`config.mk`:
```
export PLATFORM = sky130hd
export DESIGN_NAME = uart_tx_arbiter
export DESIGN_NICKNAME = d
export VERILOG_FILES = /design/src/rtl/uart_tx_arbiter.sv
export SDC_FILE = /design/constraint.sdc
export NUM_CORES = 1
export LEC_CHECK = 0
export CORE_MARGIN = 4
export CORE_UTILIZATION = 40
export CTS_BUF_LIST = sky130_fd_sc_hd__clkbuf_8
export DETAILED_ROUTE_END_ITERATION = 8
export GPL_TIMING_DRIVEN = 0
export HOLD_SLACK_MARGIN = 0.15
export PLACE_DENSITY = 0.74
export SLEW_MARGIN = 20
export SYNTH_ARGS = -nofsm -noshare
export SYNTH_HDL_FRONTEND = slang
export SYNTH_SLANG_ARGS = --single-unit
```
`constraint.sdc`:
```
create_clock -name clk -period 2.3 [get_ports clk]
set_input_delay 0.23 -clock clk [delete_from_list [all_inputs] [get_ports clk]]
set_output_delay 0.23 -clock clk [all_outputs]
set_load 0.02 [all_outputs]
```
`src/rtl/uart_tx_arbiter.sv`:
```
// Three-requester arbiter in front of a single UART transmitter.
// Round-robin grant, optional locked bursts capped at MAX_BURST bytes.
module uart_tx_arbiter #(
    parameter int unsigned MAX_BURST = 116
) (
    input  logic       clk,
    input  logic       rst,
    input  logic [2:0] req,
    input  logic [2:0] lock,
    input  logic [7:0] data0,
    input  logic [7:0] data1,
    input  logic [7:0] data2,
    input  logic       busy,
    output logic       new_data_tx,
    output logic [7:0] data_tx,
    output logic [2:0] ack,
    output logic [1:0] owner,
    output logic       owner_valid,
    output logic [7:0] burst_cnt
);

    typedef enum logic [1:0] {
        IDLE = 2'd0,
        SEND = 2'd1,
        GAP  = 2'd2,
        HOLD = 2'd3
    } state_t;

    state_t     r_state;
    logic [1:0] r_last;
    logic       r_newDataTx;
    logic [7:0] r_dataTx;
    logic [2:0] r_ack;
    logic [1:0] r_owner;
    logic       r_ownerValid;
    logic [7:0] r_burstCnt;

    state_t     w_nextState;
    logic [1:0] w_nextLast;
    logic       w_nextNewDataTx;
    logic [7:0] w_nextDataTx;
    logic [2:0] w_nextAck;
    logic [1:0] w_nextOwner;
    logic       w_nextOwnerValid;
    logic [7:0] w_nextBurstCnt;

    logic [1:0] w_rrPick;
    logic       w_ownerReq;
    logic       w_ownerLock;
    logic [7:0] w_ownerData;
    logic       w_burstFull;

    assign w_burstFull = (r_burstCnt == 8'(MAX_BURST));

    // Search order starts one past the previous holder so every requester gets a turn.
    always_comb begin
        w_rrPick = 2'd0;
        case (r_last)
            2'd0:    w_rrPick = req[1] ? 2'd1 : (req[2] ? 2'd2 : 2'd0);
            2'd1:    w_rrPick = req[2] ? 2'd2 : (req[0] ? 2'd0 : 2'd1);
            default: w_rrPick = req[0] ? 2'd0 : (req[1] ? 2'd1 : 2'd2);
        endcase
    end

    always_comb begin
        w_ownerReq  = req[2];
        w_ownerLock = lock[2];
        w_ownerData = data2;
        case (r_owner)
            2'd0: begin
                w_ownerReq  = req[0];
                w_ownerLock = lock[0];
                w_ownerData = data0;
            end
            2'd1: begin
                w_ownerReq  = req[1];
                w_ownerLock = lock[1];
                w_ownerData = data1;
            end
            default: ;
        endcase
    end

    always_comb begin
        w_nextState      = r_state;
        w_nextLast       = r_last;
        w_nextNewDataTx  = 1'b0;
        w_nextDataTx     = r_dataTx;
        w_nextAck        = 3'b000;
        w_nextOwner      = r_owner;
        w_nextOwnerValid = r_ownerValid;
        w_nextBurstCnt   = r_burstCnt;
        case (r_state)
            IDLE: begin
                if (|req) begin
                    w_nextOwner      = w_rrPick;
                    w_nextOwnerValid = 1'b1;
                    w_nextBurstCnt   = 8'd0;
                    w_nextState      = SEND;
                end
            end
            SEND: begin
                if (!w_ownerReq) begin
                    w_nextLast       = r_owner;
                    w_nextOwnerValid = 1'b0;
                    w_nextState      = IDLE;
                end else if (!busy) begin
                    w_nextNewDataTx = 1'b1;
                    w_nextDataTx    = w_ownerData;
                    w_nextAck       = 3'b001 << r_owner;
                    w_nextBurstCnt  = r_burstCnt + 8'd1;
                    w_nextState     = GAP;
                end
            end
            GAP: begin
                // The burst cap wins over lock so one requester cannot starve the others.
                if (w_burstFull || !w_ownerLock) begin
                    w_nextLast       = r_owner;
                    w_nextOwnerValid = 1'b0;
                    w_nextState      = IDLE;
                end else if (w_ownerReq) begin
                    w_nextState = SEND;
                end else begin
                    w_nextState = HOLD;
                end
            end
            HOLD: begin
                if (!w_ownerLock) begin
                    w_nextLast       = r_owner;
                    w_nextOwnerValid = 1'b0;
                    w_nextState      = IDLE;
                end else if (w_ownerReq) begin
                    w_nextState = SEND;
                end
            end
            default: w_nextState = IDLE;
        endcase
    end

    always_ff @(posedge clk or negedge rst) begin
        if (!rst) begin
            r_state      <= IDLE;
            r_last       <= 2'd2;
            r_newDataTx  <= 1'b0;
            r_dataTx     <= 8'h00;
            r_ack        <= 3'b000;
            r_owner      <= 2'd0;
            r_ownerValid <= 1'b0;
            r_burstCnt   <= 8'd0;
        end else begin
            r_state      <= w_nextState;
            r_last       <= w_nextLast;
            r_newDataTx  <= w_nextNewDataTx;
            r_dataTx     <= w_nextDataTx;
            r_ack        <= w_nextAck;
            r_owner      <= w_nextOwner;
            r_ownerValid <= w_nextOwnerValid;
            r_burstCnt   <= w_nextBurstCnt;
        end
    end

    assign new_data_tx = r_newDataTx;
    assign data_tx     = r_dataTx;
    assign ack         = r_ack;
    assign owner       = r_owner;
    assign owner_valid = r_ownerValid;
    assign burst_cnt   = r_burstCnt;

endmodule

```
==> qor.yml <==
start_util: 0.4278
yosysMostFrequentCell: "dfrtp_1"
rr_worst_depth: 6
synth_cells: 155
area_growth_pct: 44.69
finalCriticalPeriod_ps: 2061
clk_pin_slew_ps: 90
finalHoldWorstSlack_ps: 484.6
finalWorstSetupSlack_ps: 239.0
drcViolationCount: 0
path_buf_inv: 2
critPathMaxStageDelay_ps: 590
route.vias.total: 1406
path_class: "in2reg"
irDropWorstVdd_uv: 376.5
worst_path_max_delay_cell: "clkdlybuf4s50_1"
synth_ff_type: "dfrtp_1"
ys_seq_elements: 27
syn_nets: 190
synth.top_cell.area_share: 0.4418
h-tree-depth: 1
cts_setup_buffers: 0
cts_sinks: 27
port_buffers: 55
yosys-top-cells-area: "dfrtp_1 44%, mux2i_1 8.8%, a21oi_1 3.7%"
async_flop_share: 1.000
tightestPinTransition_ps: 861.0
cts_buffers: 3
yosysWarnings: 0
worst_r2r_endpoint: "burst_cnt[4]$_DFFE_PN0P_"
synth-edff-count: 0
yosys.cell_types.count: 38
outcome: "finished, final reports clean"
drt-initial-drc-count: 109
r2r_start: "owner[0]$_DFFE_PN0P_"
pwr-share-comb: 0.536
core_area_mm2: 0.003442
ios: 56
cts_root_buffer: "clkbuf_8"
reg2reg_slack_ps: 250
cp.arrival_ps: 2260
fin_crit_sh: 0.8961
required_ps: 2500
min_from: "data_tx[4]$_DFFE_PN0P_"
post-place-ws_ps: -32.91
whs_endpoint: "data_tx[4]$_DFFE_PN0P_"
via_per_inst: 5.387
die_area_mm2: 0.004716
ys_seq_area_frac: 0.4596
grt_pass1_vias: 1335
critPathTopFamily: "buffers and inverters"
hp-class: "reg2reg"
globalplace.congestion: 0.8006
rsz0062_at_grt: "false"
ant_nets: 0
power.total_mw: 2.215
dieWidth_um: 68.68
maxCapViolations: 0
pwr_density_cell_mw_per_mm2: 1039
synth_area_mm2: 0.001473
num_rows: 21
crit_chain: "clkdlybuf4s50_1 > mux2i_1 > a2111o_1 > buf_6 > or4_1 > a21oi_1"
routed_wl_um: 3999
netSwitchingPower_mw: 0.9262
total_leakage_power_nw: 0.8993
dpl.hpwl_um: 3048
fp.dieH_um: 68.68
synth_top_area_cell: "dfrtp_1"
slew_viol_final: 0
avgRoutedWirePerCell_um: 15.32
cp-start-kind: "input pin"
switching_share: 0.4182
finalSetupViolCount: 0
cts_tree: "built"
tns_ps: 0
n_fill_cell: 294
intPower_mw: 1.289
hold_viol: 0
skew_ps: 1.682
clock_latency_ps: 270
hold_depth: 2
maxSlewHeadroom: 0.4216
power_frac_seq: 0.344
yosys-top-cells-count: "26 x dfrtp_1, 13 x mux2i_1, 13 x nand2_1"
grt_pass1_wl_um: 6203
gr-usage-all-layers: 0.1748
num_antenna_cells: 0
crit_path_end_kind: "flip-flop"
clkPwrFrac: 0.120
crit_fanout: 10
syn_area_per_cell_um2: 9.501
max_freq_ghz: 0.4852
cts_resized: 0
grt_start_max_net_pins: 28
drive_above_1_share: 0.04651
drt_first_pass_iters: 5
clk_path_buf_depth: 2
grt_overflow: 0
fin_nets: 251
antenna_found_initial: 0
==> metal layers <==
metal / global-route usage / up-vias / wire [um]
li1: - / 694 / -
met1: 0.2192 / 670 / 1717
met2: 0.3039 / 38 / 2020
met3: 0.02593 / 4 / 207
met4: 0.05955 / 0 / 53
met5: 0 / - / 0
==> power by group through the flow <==
stage / registers (mW) / logic (mW) / clock network, mW
after global routing: 0.788 / 1.30 / 0.293
after global placement: 0.764 / 1.16 / 0
after CTS: 0.761 / 1.20 / 0.275
after detailed placement: 0.770 / 1.19 / 0
final: 0.761 / 1.19 / 0.266
after floorplan: 0.889 / 0.598 / 0
==> cell type report <==
type	instances	area, um^2	share of cell area
well taps	46	57.56	0.02701
clock inverters	1	3.754	0.001762
inverters	8	30.03	0.01409
clock buffers	3	41.29	0.01938
repair buffers	56	555.5	0.2607
plain buffers	9	45.04	0.02114
multi-input cells	111	720.7	0.3382
flip-flops and latches	27	676.9	0.3177
==> cell families after synthesis <==
logic type	synth area share
AOI/OAI and AO/OA	0.2107
and+or+nand+nor	0.1580
muxes	0.1036
DFF	0.4596
adders and majority gates	0.01699
buffers and inverters	0.05098
==> worst reg2reg max path, cell delays in order (launching register included) <==
cell and delay (ps):
dfrtp_1 380, buf_4 160, mux2i_1 180, a2111o_1 490, buf_6 160, or4_1 470, a21oi_1 150
==> per-stage QoR <==
step,utilization,std cells,instance area [um^2]
2_1_floorplan,-,155,1473
3_5_place_dp,0.6031,256,2076
3_3_place_gp,0.6045,256,2081
6_report,0.6190,261,2131
4_1_cts,0.6190,261,2131
5_1_grt,0.6190,261,2131
==> worst max path at each step <==
| stage | startpoint | to | cells past startpoint |
|---|---|---|---|
| 2_1_floorplan | owner[0]$_DFFE_PN0P_ | burst_cnt[4]$_DFFE_PN0P_ | 6 |
| 3_3_place_gp | req[0] | burst_cnt[4]$_DFFE_PN0P_ | 6 |
| 3_5_place_dp | req[1] | burst_cnt[4]$_DFFE_PN0P_ | 6 |
| 4_1_cts | owner[0]$_DFFE_PN0P_ | burst_cnt[4]$_DFFE_PN0P_ | 6 |
| 5_1_grt | owner[0]$_DFFE_PN0P_ | burst_cnt[4]$_DFFE_PN0P_ | 6 |
| 6_report | req[0] | burst_cnt[4]$_DFFE_PN0P_ | 6 |
==> layout by cell type (no fill, tap or decap), drive strengths merged, types with 2 or more instances in the layout <==
| cell | Yosys | layout |
|---|---|---|
| o21ai | 11 | 11 |
| or4 | 4 | 4 |
| nor2 | 10 | 10 |
| inv | 8 | 9 |
| nand2 | 13 | 13 |
| dfrtp | 26 | 26 |
| nand4 | 2 | 2 |
| nor4 | 3 | 3 |
| o211ai | 5 | 5 |
| ha | 2 | 2 |
| mux2i | 13 | 13 |
| nand2b | 4 | 4 |
| buf | 2 | 3 |
| nand3 | 3 | 3 |
| o22ai | 3 | 3 |
| clkbuf | 7 | 10 |
| mux2 | 2 | 2 |
| clkdlybuf4s50 | 0 | 54 |
| nor3 | 4 | 4 |
| nor2b | 2 | 2 |
| o31ai | 4 | 4 |
| a21oi | 11 | 11 |
==> timing repair <==
action	CTS	global route
endpoints found under the hold margin	26	0
hold buffers	1	0
setup endpoints to repair	0	0
==> state kept, by name, indices dropped and copies added (netlist names) <==
register / cells
owner: 2
new_data_tx: 1
ack: 3
burst_cnt: 8
owner_valid: 1
data_tx: 8
r_last: 2
r_state: 2
No activity file was read; power rests on OpenSTA's default activity.
